[config.mk]
export PLATFORM = sky130hd
export DESIGN_NAME = float2int_seq
export DESIGN_NICKNAME = d
export VERILOG_FILES = /design/src/rtl/float2int_seq.sv
export SDC_FILE = /design/constraint.sdc
export NUM_CORES = 1
export LEC_CHECK = 0
export ABC_AREA = 1
export CAP_MARGIN = 20
export CELL_PAD_IN_SITES_DETAIL_PLACEMENT = 1
export CELL_PAD_IN_SITES_GLOBAL_PLACEMENT = 2
export CORE_MARGIN = 4
export CORE_UTILIZATION = 28
export DETAILED_ROUTE_END_ITERATION = 16
export GPL_TIMING_DRIVEN = 0
export PLACE_DENSITY = 0.89
export SYNTH_ARGS = -nofsm -noshare
export SYNTH_HDL_FRONTEND = slang
export SYNTH_SLANG_ARGS = --single-unit
[constraint.sdc]
create_clock -name clk -period 2.9 [get_ports clk]
set_input_delay 0.29 -clock clk [delete_from_list [all_inputs] [get_ports clk]]
set_output_delay 0.29 -clock clk [all_outputs]
set_load 0.005 [all_outputs]
[src/rtl/float2int_seq.sv]
// float2int_seq: sequential decoder from a 7-bit mini-float (M[3:0], E[2:0]) back to an
// 11-bit unsigned integer. The mantissa is latched on accept and shifted left once per cycle,
// E times, then held on a valid/ready output port until the consumer takes it.
// Optional build macro: F2I_MIDPOINT_EN reconstructs the midpoint of the encoder's bucket
// instead of zero-filling the discarded low bits.
module float2int_seq (
  input  logic        clk,
  input  logic        rst,
  input  logic        in_valid,
  output logic        in_ready,
  input  logic [3:0]  m_in,
  input  logic [2:0]  e_in,
  output logic        out_valid,
  input  logic        out_ready,
  output logic [10:0] b_out,
  output logic        out_unnorm,
  output logic        busy
);

  typedef enum logic [1:0] {
    StIdle  = 2'd0,
    StShift = 2'd1,
    StHold  = 2'd2
  } state_e;

  state_e      r_state;
  state_e      w_state_next;
  logic [11:0] r_acc;
  logic [2:0]  r_cnt;
  logic        r_unnorm;
  logic        w_accept;
  logic        w_e_nz;

  assign w_e_nz   = (e_in != 3'd0);
  assign w_accept = (r_state == StIdle) && in_valid;

  // State register
  always_ff @(posedge clk or posedge rst) begin
    if (rst) begin
      r_state <= StIdle;
    end else begin
      r_state <= w_state_next;
    end
  end

  // Next-state and handshake outputs
  always_comb begin
    w_state_next = r_state;
    in_ready     = 1'b0;
    out_valid    = 1'b0;
    busy         = 1'b0;
    unique case (r_state)
      StIdle: begin
        in_ready = 1'b1;
        if (in_valid) begin
          w_state_next = w_e_nz ? StShift : StHold;
        end
      end
      StShift: begin
        busy = 1'b1;
        // Counter value 1 means this cycle performs the final shift.
        if (r_cnt == 3'd1) begin
          w_state_next = StHold;
        end
      end
      StHold: begin
        busy      = 1'b1;
        out_valid = 1'b1;
        if (out_ready) begin
          w_state_next = StIdle;
        end
      end
      default: begin
        w_state_next = StIdle;
      end
    endcase
  end

  // Accumulator, shift counter and unnormalized flag
  always_ff @(posedge clk or posedge rst) begin
    if (rst) begin
      r_acc    <= 12'd0;
      r_cnt    <= 3'd0;
      r_unnorm <= 1'b0;
    end else if (w_accept) begin
`ifdef F2I_MIDPOINT_EN
      // Bit 0 carries the half-LSB; for E=0 it stays 0 and drops out of acc[11:1].
      r_acc    <= {7'd0, m_in, w_e_nz};
`else
      r_acc    <= {8'd0, m_in};
`endif
      r_cnt    <= e_in;
      r_unnorm <= w_e_nz && !m_in[3];
    end else if (r_state == StShift) begin
      r_acc <= {r_acc[10:0], 1'b0};
      r_cnt <= r_cnt - 3'd1;
    end
  end

`ifdef F2I_MIDPOINT_EN
  assign b_out = r_acc[11:1];
`else
  // Max zero-fill result is 1920, so the top accumulator bit is never set here.
  logic w_unused_acc_msb;
  assign w_unused_acc_msb = r_acc[11];
  assign b_out = r_acc[10:0];
`endif

  assign out_unnorm = r_unnorm;

endmodule

==> qor.txt, run 1 <==
Status -> complete, no violations
Hold slack -> 0.389 ns
Crit-path max cell delay -> 0.55 ns
CTS tree -> built
Worst r2r dst -> r_cnt[0]
Worst R2R Setup Slack -> 1.52 ns
P&R area growth vs syn -> 36.8%
Non-filler cells, final -> 162
Final Max Slew Viols -> 0
Global-route wire length before repair -> 3590 um
Crit path DAT -> 1.62 ns
Synthesized area -> 861 sq um
CP required -> 2.61 ns
Placed insts -> 158
ANT nets after route -> 0
Largest net degree at the start of global routing -> 18
Syn Inst Count -> 102
Final hold viol count -> 0
Layout cells sized above 1 -> 8.40%
Crit path cell chain -> inv_1 > ha_1 > clkdlybuf4s50_1
Worst R2R Path Depth -> 7
Post-Synth Adder-Cell Area -> 7.27%
Core ar. -> 0.00285 sq mm
Initial DRC Count -> 11
Post-CTS resize count -> 0
Crit path capture type -> output port
Max Buffers Root-to-Sink -> 2
I/O pins -> 26
Worst slew pin tran -> 0.662 ns
Tcrit/Tclk final -> 65.9%
Setup TNS -> 0 ns
Commonest cells post-synth -> nand2_1 (34), inv_1 (18), dfrtp_1 (17), o22ai_1 (6)
CP Launch Type -> flop
Post-synth ARST share -> 100%
Starting Density -> 30.2%
Postcts setup bufs -> 0
CTS Root Cell -> clkbuf_4
Die area -> 0.00403 sq mm
Num Clock Sinks -> 17
Yosys reg bits -> 17
Synth Area in Simple Gates -> 24.1%
Reg clk slew, reported paths -> 0.10 ns
Area leader, netlist -> dfrtp_1
RSZ-0062 raised after global routing -> false
Fillers -> 351
DRC -> 0
Slew Limit Headroom -> 55.8%
RD Place Congestion -> 0.743
Drt first pass iters -> 3
Most frequent cell after synthesis -> nand2_1
Synth Flop Type -> dfrtp_1
Wire per inst -> 12.1 um
Compound-Gate Fraction of Synth Area -> 9.45%
Vias in the first global route -> 794
Reported max-cap violation count -> 0
Die width -> 63.4 um
Crit-path slowest cell -> clkdlybuf4s50_1
Min cycle time layout -> 1.91 ns
Max VDD drop -> 371 uV
Synth warn -> 0
Htree depth -> 1
Worst min path class -> input port to async pin
Num rows -> 19
CTS Buf Count -> 3
HPWL after detailed placement -> 1560 um
Share of the synthesized area in the top cell type -> 49.4%
GRT Residual Overflow -> 0
Final setup vio count -> 0
Xor and xnor area share after synthesis -> 1.02%
Maximum fanout along the worst path -> 5
Pwr dens -> 936 mW/mm^2
Synth Net Count -> 118
R2R Path Start -> r_state[1]
Final Routed Wirelength -> 1960 um
Initial antenna violation count -> 0
Buffers & Inverters on Critical Path -> 2
Worst skew pair latency -> 0.29 ns
Mux contribution to synthesized area -> 0%
Crit path max-delay family -> buffers and inverters
Vias per cell -> 4.59
Vias after detailed routing -> 743
Total GRT Usage -> 11.2%
Peak Freq -> 0.523 GHz
Syn avg cell area -> 8.44 sq um
Die Span Y -> 63.4 um
Leak -> 0.589 nW
Layout Utilization -> 41.3%
Skew final -> 0.00507 ns
Main combinational cell family by area after synthesis -> simple AND/OR/NAND/NOR gates
Kind of critical path -> flop to output port
Total Nets Final -> 148
Netlist cell types -> 18
Antenna cells -> 0
Hold_buf cts -> 0
IO buf count -> 25
Seq/Total Area, Yosys -> 49.4%
EDFF count, synth -> 0
Synth area leaders -> dfrtp_1 (49%), nand2_1 (15%), inv_1 (7.8%), ha_1 (7.3%), o22ai_1 (4.4%)
==> logic make-up (layout without fill, tap and decap cells) <==
group	count (synthesis)	after routing
AO/OA/AOI/OAI	13	13
buffers and inverters	20	49
adder cells (fa/ha/maj)	5	5
AND/OR/NAND/NOR	46	46
XOR/XNOR	1	1
flip-flops	17	17
==> metrics by stage <==
stage / total power [W] / worst slack, ns / area [sq um]
6_report: 0.00110 / 0.988 / 1180
5_1_grt: 0.00123 / 0.892 / 1180
4_1_cts: 0.00113 / 0.946 / 1180
3_5_place_dp: 0.000996 / 1.29 / 1150
3_3_place_gp: 0.000973 / 1.31 / 1150
2_1_floorplan: 0.000732 / 1.63 / 861
==> where the power goes <==
part / internal, W / leakage [nW] / switching (W) / total (W)
Clock: 0.0000513 / 0.0177 / 0.0000772 / 0.000128
Combinational: 0.000288 / 0.351 / 0.000300 / 0.000588
Sequential: 0.000326 / 0.220 / 0.0000600 / 0.000386
Total: 0.000665 / 0.589 / 0.000437 / 0.00110
==> layer usage <==
| layer | track usage [%] | wire length (um) | vias up |
|---|---|---|---|
| met5 | 0 | 0 | - |
| met1 | 13.6 | 873 | 349 |
| met4 | 4.04 | 32 | 0 |
| met3 | 2.84 | 94 | 4 |
| met2 | 19.2 | 961 | 17 |
| li1 | - | - | 373 |
==> cell usage in the layout, fill, tap and decap left out <==
cell and instances:
a21boi_0 1, a21oi_1 1, clkbuf_4 3, clkdlybuf4s50_1 25, clkinv_2 1, dfrtp_1 17
ha_1 5, inv_1 18, inv_2 2, nand2_1 34, nand2_4 3, nand3_1 5
nor2_1 2, nor3_1 1, o211ai_1 1, o21ai_0 1, o21ai_1 2, o21ai_2 1
o22ai_1 6, or2_4 1, xor2_1 1
==> flip-flops by register name (all words and copies together), names as in the netlist <==
| signal | count |
|---|---|
| r_acc | 11 |
| r_cnt | 3 |
| out_unnorm | 1 |
| r_state | 2 |
==> area by class of cell <==
class	count	area [sq um]	share of cell area [%]
clock inverters	1	5.00	0.425
flip-flops and latches	17	425	36.1
inverters	20	75.1	6.38
multi-input cells	65	360	30.6
well taps	31	38.8	3.29
clock buffers	3	22.5	1.91
repair buffers	25	250	21.3
==> worst max path at each step <==
stage | startpoint | endpoint | cells after the start
6_report | r_state[1] | in_ready | 3
5_1_grt | r_state[1] | in_ready | 3
4_1_cts | r_state[1] | in_ready | 3
3_5_place_dp | r_state[1] | in_ready | 3
3_3_place_gp | r_state[0] | in_ready | 3
2_1_floorplan | r_state[0] | r_acc[3] | 6
(Power assumes the default switching activity.)
==> inputs of run 2 (changes only) <==
- CORE_UTILIZATION: 28 -> 26
- PLACE_DENSITY: 0.89 -> 0.84
- clock period: 2.9 -> 1.9 ns (I/O delays scaled with it)
==> run 2 against run 1 <==
Cell count increased by 8.0%. Combinational power rose by 56%. Via count grew 1.9%. Hold slack got worse by 0.12 ns. Worst setup slack got worse by 0.86 ns. Critical path type unchanged. Clock-buffer cell count unchanged. Highest routed layer unchanged. Clock skew rose by 0.00054 ns. Final area grew 1.6%. Critical path depth unchanged. Largest cell class unchanged. First-iteration DRC count is 120% higher. Global-route usage down 1.1 points.
==> qor.txt, run 2 (synthesis gave the netlist of run 1 again) <==
Status -> complete, no violations (unchanged)
CTS Buf Count -> 3 (unchanged)
Cell area after layout -> 0.00120 sq mm (was 0.00118 sq mm)
Pwr dens -> 1430 mW/mm^2 (was 936 mW/mm^2)
Slew Limit Headroom -> 58.0% (was 55.8%)
IO buf count -> 25 (unchanged)
Kind of critical path -> flop to output port (unchanged)
Die area -> 0.00430 sq mm (was 0.00403 sq mm)
ANT nets after route -> 0 (unchanged)
Largest register FFs -> 11 (unchanged)
Crit path DAT -> 1.58 ns (was 1.62 ns)
Tcrit/Tclk final -> 93.4%
Skew final -> 0.00561 ns (was 0.00507 ns)
Crit path capture type -> output port (unchanged)
Vias in the first global route -> 755 (was 794)
Fillers -> 398 (was 351)
Crit-path max cell delay -> 0.52 ns (was 0.55 ns)
Worst slew pin tran -> 0.629 ns (was 0.662 ns)
CP Launch Type -> flop (unchanged)
Largest register by flop count -> r_acc (unchanged)
Maximum fanout along the worst path -> 5 (unchanged)
Antenna cells -> 0 (unchanged)
Reg clk slew, reported paths -> 0.11 ns (was 0.10 ns)
CTS Root Cell -> clkbuf_4 (unchanged)
CP required -> 1.71 ns (was 2.61 ns)
Buffers & Inverters on Critical Path -> 2 (unchanged)
Drt first pass iters -> 4 (was 3)
Reported max-cap violation count -> 0 (unchanged)
Layout Utilization -> 38.5% (was 41.3%)
Initial antenna violation count -> 0 (unchanged)
Crit path cell chain -> inv_1 > ha_2 > clkdlybuf4s50_1 (was inv_1 > ha_1 > clkdlybuf4s50_1)
Top Registers -> r_acc (11), r_cnt (3), r_state (2) (unchanged)
Hold slack -> 0.268 ns (was 0.389 ns)
Final Max Slew Viols -> 0 (unchanged)
Starting Density -> 27.7% (was 30.2%)
Layout cells sized above 1 -> 9.16% (was 8.40%)
Htree depth -> 1 (unchanged)
Post-CTS resize count -> 0 (unchanged)
HPWL after detailed placement -> 1620 um (was 1560 um)
Total Nets Final -> 148 (unchanged)
Max VDD drop -> 325 uV (was 371 uV)
Commonest non-fill, non-tap cell in the layout -> nand2_1 (unchanged)
Leak -> 0.587 nW (was 0.589 nW)
Most frequent cells in the layout -> nand2_1 (34), clkdlybuf4s50_1 (25), inv_1 (18), dfrtp_1 (17), o22ai_1 (6) (unchanged)
Crit-path slowest cell -> clkdlybuf4s50_1 (unchanged)
Final hold viol count -> 0 (unchanged)
Worst min path class -> input port to async pin (unchanged)
Initial DRC Count -> 24 (was 11)
Crit path max-delay family -> buffers and inverters (unchanged)
Num Clock Sinks -> 17 (unchanged)
Postcts setup bufs -> 0 (unchanged)
Setup TNS -> 0 ns (unchanged)
Hold_buf cts -> 0 (unchanged)
Largest net degree at the start of global routing -> 18 (unchanged)
Die width -> 65.5 um (was 63.4 um)
Max Buffers Root-to-Sink -> 2 (unchanged)
Vias after detailed routing -> 757 (was 743)
Wire per inst -> 11.5 um (was 12.1 um)
Global-route wire length before repair -> 3340 um (was 3590 um)
Peak Freq -> 0.563 GHz
Final setup vio count -> 0 (unchanged)
CTS tree -> built (unchanged)
GRT Residual Overflow -> 0 (unchanged)
Total GRT Usage -> 10.2% (was 11.2%)
Vias per cell -> 4.33 (was 4.59)
Worst skew pair latency -> 0.29 ns (about the same)
RSZ-0062 raised after global routing -> false (unchanged)
RD Place Congestion -> 0.793 (was 0.743)
Die Span Y -> 65.5 um (was 63.4 um)
Core ar. -> 0.00310 sq mm (was 0.00285 sq mm)
Area after DPL -> 0.00117 sq mm (was 0.00115 sq mm)
I/O pins -> 26 (unchanged)
P&R area growth vs syn -> 39.0% (was 36.8%)
Min cycle time layout -> 1.77 ns
DRC -> 0 (unchanged)
Final Routed Wirelength -> 2010 um (was 1960 um)
Total Power -> 0.00171 W (was 0.00110 W)
Num rows -> 20 (was 19)
-- run 2: cell counts in the layout (fill, tap and decap cells not counted) --
Identical to the previous run, type by type.
-- run 2: metrics by stage --
stage / setup WS, ns / std cells
6_report: 0.125 / 175
2_1_floorplan: 0.627 / 102
5_1_grt: 0.0556 / 175
3_5_place_dp: 0.377 / 171
4_1_cts: 0.0514 / 175
3_3_place_gp: 0.409 / 171
-- run 2: power breakdown --
| part | switching (W) | internal (W) | leakage [nW] |
|---|---|---|---|
| logic | 0.000472 | 0.000448 | 0.349 |
| clock network | 0.000120 | 0.0000783 | 0.0177 |
| registers | 0.0000932 | 0.000497 | 0.220 |
| total | 0.000685 | 0.00102 | 0.587 |
-- run 2: worst paths after layout --
| check | slack (ns) | from | to | cells after the start |
|---|---|---|---|---|
| setup / recovery | 0.13 | r_state[0] | in_ready | 3 |
| hold / removal | 0.27 | rst | r_acc[7] | 2 |
| setup reg to reg | 0.54 | r_state[1] | r_cnt[1] | 7 |
| hold reg to reg | 0.51 | r_acc[0] | r_acc[0] | 2 |
| max in group asynchronous | 1.23 | rst | r_state[1] | 2 |
| min in group clk | 0.43 | m_in[0] | r_acc[0] | 3 |
-- run 2: per-layer routing --
metal  part of all wire, %  track usage (%)
met5                     0                0
met4                   1.8             4.66
met3                   3.2             1.88
met2                    50             18.0
met1                    45             11.8
-- run 2: worst reg2reg max path, stage by stage, from the launching register on --
cell and delay (ns):
dfrtp_1 0.41, inv_1 0.09, ha_1 0.26, inv_1 0.13
nand2_4 0.14, inv_2 0.09, nand2_1 0.06, o211ai_1 0.07
-- run 2: layout make-up --
cell class | count | area, sq um | area share [%]
Clock inverter | 1 | 5.00 | 0.418
Tap cell | 44 | 55.1 | 4.60
Sequential cell | 17 | 425 | 35.6
Inverter | 20 | 75.1 | 6.28
Timing Repair Buffer | 25 | 250 | 20.9
Clock buffer | 3 | 22.5 | 1.88
Multi-Input combinational cell | 65 | 363 | 30.3
==> inputs of run 3 (changes only) <==
- CTS_CLUSTER_SIZE: default -> 24
- SETUP_SLACK_MARGIN: default -> 0.5
==> run 3 against run 2 <==
Combinational power rose by 20%. Non-clock buffer count grew 8. Global-route usage up 0.97 points. Clock-buffer cell count is the same. Maximum frequency is 30% higher. Via count grew 4.2%.
==> qor.txt, run 3 (synthesis gave the netlist of run 1 again) <==
RSZ-0062 raised after global routing -> true (was false)
Slew Limit Headroom -> 57.2% (was 58.0%)
Core ar. -> 0.00310 sq mm (unchanged)
Final Max Slew Viols -> 0 (unchanged)
Largest register FFs -> 11 (unchanged)
Crit-path max cell delay -> 0.50 ns (was 0.52 ns)
Max Buffers Root-to-Sink -> 2 (unchanged)
Initial antenna violation count -> 0 (unchanged)
Skew final -> 0.00876 ns (was 0.00561 ns)
CP Launch Type -> flop (unchanged)
Worst min path class -> input port to async pin (unchanged)
Total GRT Usage -> 11.1% (was 10.2%)
Worst R2R Path Depth -> 7 (unchanged)
Register area -> 425 sq um (unchanged)
Wire per inst -> 12.2 um (was 11.5 um)
Drt first pass iters -> 4 (unchanged)
Die width -> 65.5 um (unchanged)
Reg clk slew, reported paths -> 0.11 ns (about the same)
Max VDD drop -> 334 uV (was 325 uV)
Most frequent cells in the layout -> nand2_1 (34), clkdlybuf4s50_1 (19), dfrtp_1 (17), inv_1 (15), buf_4 (8) (was nand2_1 (34), clkdlybuf4s50_1 (25), inv_1 (18), dfrtp_1 (17), o22ai_1 (6))
Vias after detailed routing -> 789 (was 757)
Final Routed Wirelength -> 2230 um (was 2010 um)
Maximum fanout along the worst path -> 2 (was 5)
Worst skew pair latency -> 0.29 ns (about the same)
Vias per cell -> 4.31 (was 4.33)
Crit path max-delay family -> buffers and inverters (unchanged)
Non-filler cells, final -> 183 (was 175)
Min cycle time layout -> 1.37 ns (was 1.77 ns)
Worst r2r dst -> r_acc[3] (was r_cnt[1])
HPWL after detailed placement -> 1620 um (unchanged)
Starting Density -> 27.7% (unchanged)
Total Nets Final -> 156 (was 148)
Vias in the first global route -> 808 (was 755)
I/O pins -> 26 (unchanged)
Setup TNS -> 0 ns (unchanged)
Num Clock Sinks -> 17 (unchanged)
Hold_buf cts -> 0 (unchanged)
Status -> complete, no violations (unchanged)
RD Place Congestion -> 0.793 (unchanged)
Kind of critical path -> flop to output port (unchanged)
Hold slack -> 0.273 ns (was 0.268 ns)
Reported max-cap violation count -> 0 (unchanged)
CTS tree -> built (unchanged)
Leak -> 0.675 nW (was 0.587 nW)
Buffers & Inverters on Critical Path -> 1 (was 2)
R2R Path Start -> r_state[1] (unchanged)
CP required -> 1.71 ns (about the same)
ANT nets after route -> 0 (unchanged)
Area occupied by multi-input gates -> 410 sq um (was 363 sq um)
Die area -> 0.00430 sq mm (unchanged)
Top Registers -> r_acc (11), r_cnt (3), r_state (2) (unchanged)
Crit path cell chain -> clkdlybuf4s50_1 (was inv_1 > ha_2 > clkdlybuf4s50_1)
Largest net degree at the start of global routing -> 18 (unchanged)
Antenna cells -> 0 (unchanged)
Final WS setup -> 0.534 ns (was 0.125 ns)
DRC -> 0 (unchanged)
Pwr dens -> 1450 mW/mm^2 (was 1430 mW/mm^2)
Initial DRC Count -> 23 (was 24)
Crit path capture type -> output port (unchanged)
Pre-CTS WS -> 0.377 ns (unchanged)
Worst slew pin tran -> 0.641 ns (was 0.629 ns)
Htree depth -> 1 (unchanged)
Largest register by flop count -> r_acc (unchanged)
Crit path DAT -> 1.18 ns (was 1.58 ns)
Commonest non-fill, non-tap cell in the layout -> nand2_1 (unchanged)
Fillers -> 390 (was 398)
Num rows -> 20 (unchanged)
P&R area growth vs syn -> 51.0% (was 39.0%)
Final hold viol count -> 0 (unchanged)
Crit-path slowest cell -> clkdlybuf4s50_1 (unchanged)
Peak Freq -> 0.732 GHz (was 0.563 GHz)
GRT Residual Overflow -> 0 (unchanged)
Worst R2R Setup Slack -> 0.58 ns (was 0.54 ns)
Global-route wire length before repair -> 3620 um (was 3340 um)
Placed insts -> 171 (unchanged)
Die Span Y -> 65.5 um (unchanged)
IO buf count -> 25 (unchanged)
Final setup vio count -> 0 (unchanged)
Tcrit/Tclk final -> 71.9% (was 93.4%)
CTS Buf Count -> 3 (unchanged)
CTS Root Cell -> clkbuf_4 (unchanged)
Layout cells sized above 1 -> 20.1% (was 9.16%)
[run 3: cell types whose count changed in the layout (fill, tap and decap cells not counted), moves of 2 or more]
| cell | before | now |
|---|---|---|
| inv_2 | 2 | 5 |
| ha_1 | 4 | 2 |
| dlymetal6s2s_1 | 0 | 3 |
| ha_4 | 0 | 3 |
| clkdlybuf4s50_1 | 25 | 19 |
| inv_1 | 18 | 15 |
| buf_4 | 0 | 8 |
[run 3: metal layers]
layer  part of all wire [%]  wire, um  GRT usage (%)  vias up
met1                     42       946           12.7      377
met5                      0         0              0        -
met4                    1.4        31           6.22        0
met2                     53      1180           19.6       16
li1                       -         -              -      394
met3                    3.3        74           1.88        2
[run 3: area by class of cell]
cell class | instances | area share (%)
multi-input cells | 65 | 31.6
repair buffers | 33 | 23.6
clock inverters | 1 | 0.385
well taps | 44 | 4.23
inverters | 20 | 5.77
flip-flops and latches | 17 | 32.7
clock buffers | 3 | 1.73
[run 3: timing repair]
item | CTS | global route
pin swaps | 1 | 1
gates resized for setup | 14 | 8
buffers inserted | 6 | 2
endpoints found under the setup margin | 6 | 16
[run 3: worst max path at each step]
stage / depth (start not counted) / slack, ns / endpoint / startpoint
final: 1 / 0.53 / b_out[10] / r_acc[10]
after global routing: 1 / 0.48 / b_out[2] / r_acc[2]
after CTS: 1 / 0.52 / b_out[0] / r_acc[0]
after detailed placement: 3 / 0.38 / in_ready / r_state[0]
after global placement: 3 / 0.41 / in_ready / r_state[0]
after floorplan: 6 / 0.63 / r_acc[3] / r_state[0]
[run 3: report_power, final]
| part | total, W | leakage [nW] | switching (W) | internal [W] |
|---|---|---|---|---|
| clock network | 0.000196 | 0.0177 | 0.000118 | 0.0000782 |
| logic | 0.00110 | 0.437 | 0.000563 | 0.000539 |
| registers | 0.000584 | 0.220 | 0.0000871 | 0.000497 |
[run 3: worst register-to-register path: stages (launching register included)]
cell and delay, ns:
dfrtp_1 0.41, inv_2 0.08, ha_4 0.13, buf_4 0.13
nand2_4 0.10, or2_4 0.25, nand2_1 0.06, o21ai_1 0.06
[run 3: through the flow]
step           utilization (%)  area [sq um]  total power, W
3_5_place_dp              37.6          1170         0.00153
6_report                  41.9          1300         0.00188
4_1_cts                   40.6          1260         0.00183
3_3_place_gp              37.6          1170         0.00149
2_1_floorplan                -           861         0.00112
5_1_grt                   41.9          1300         0.00207
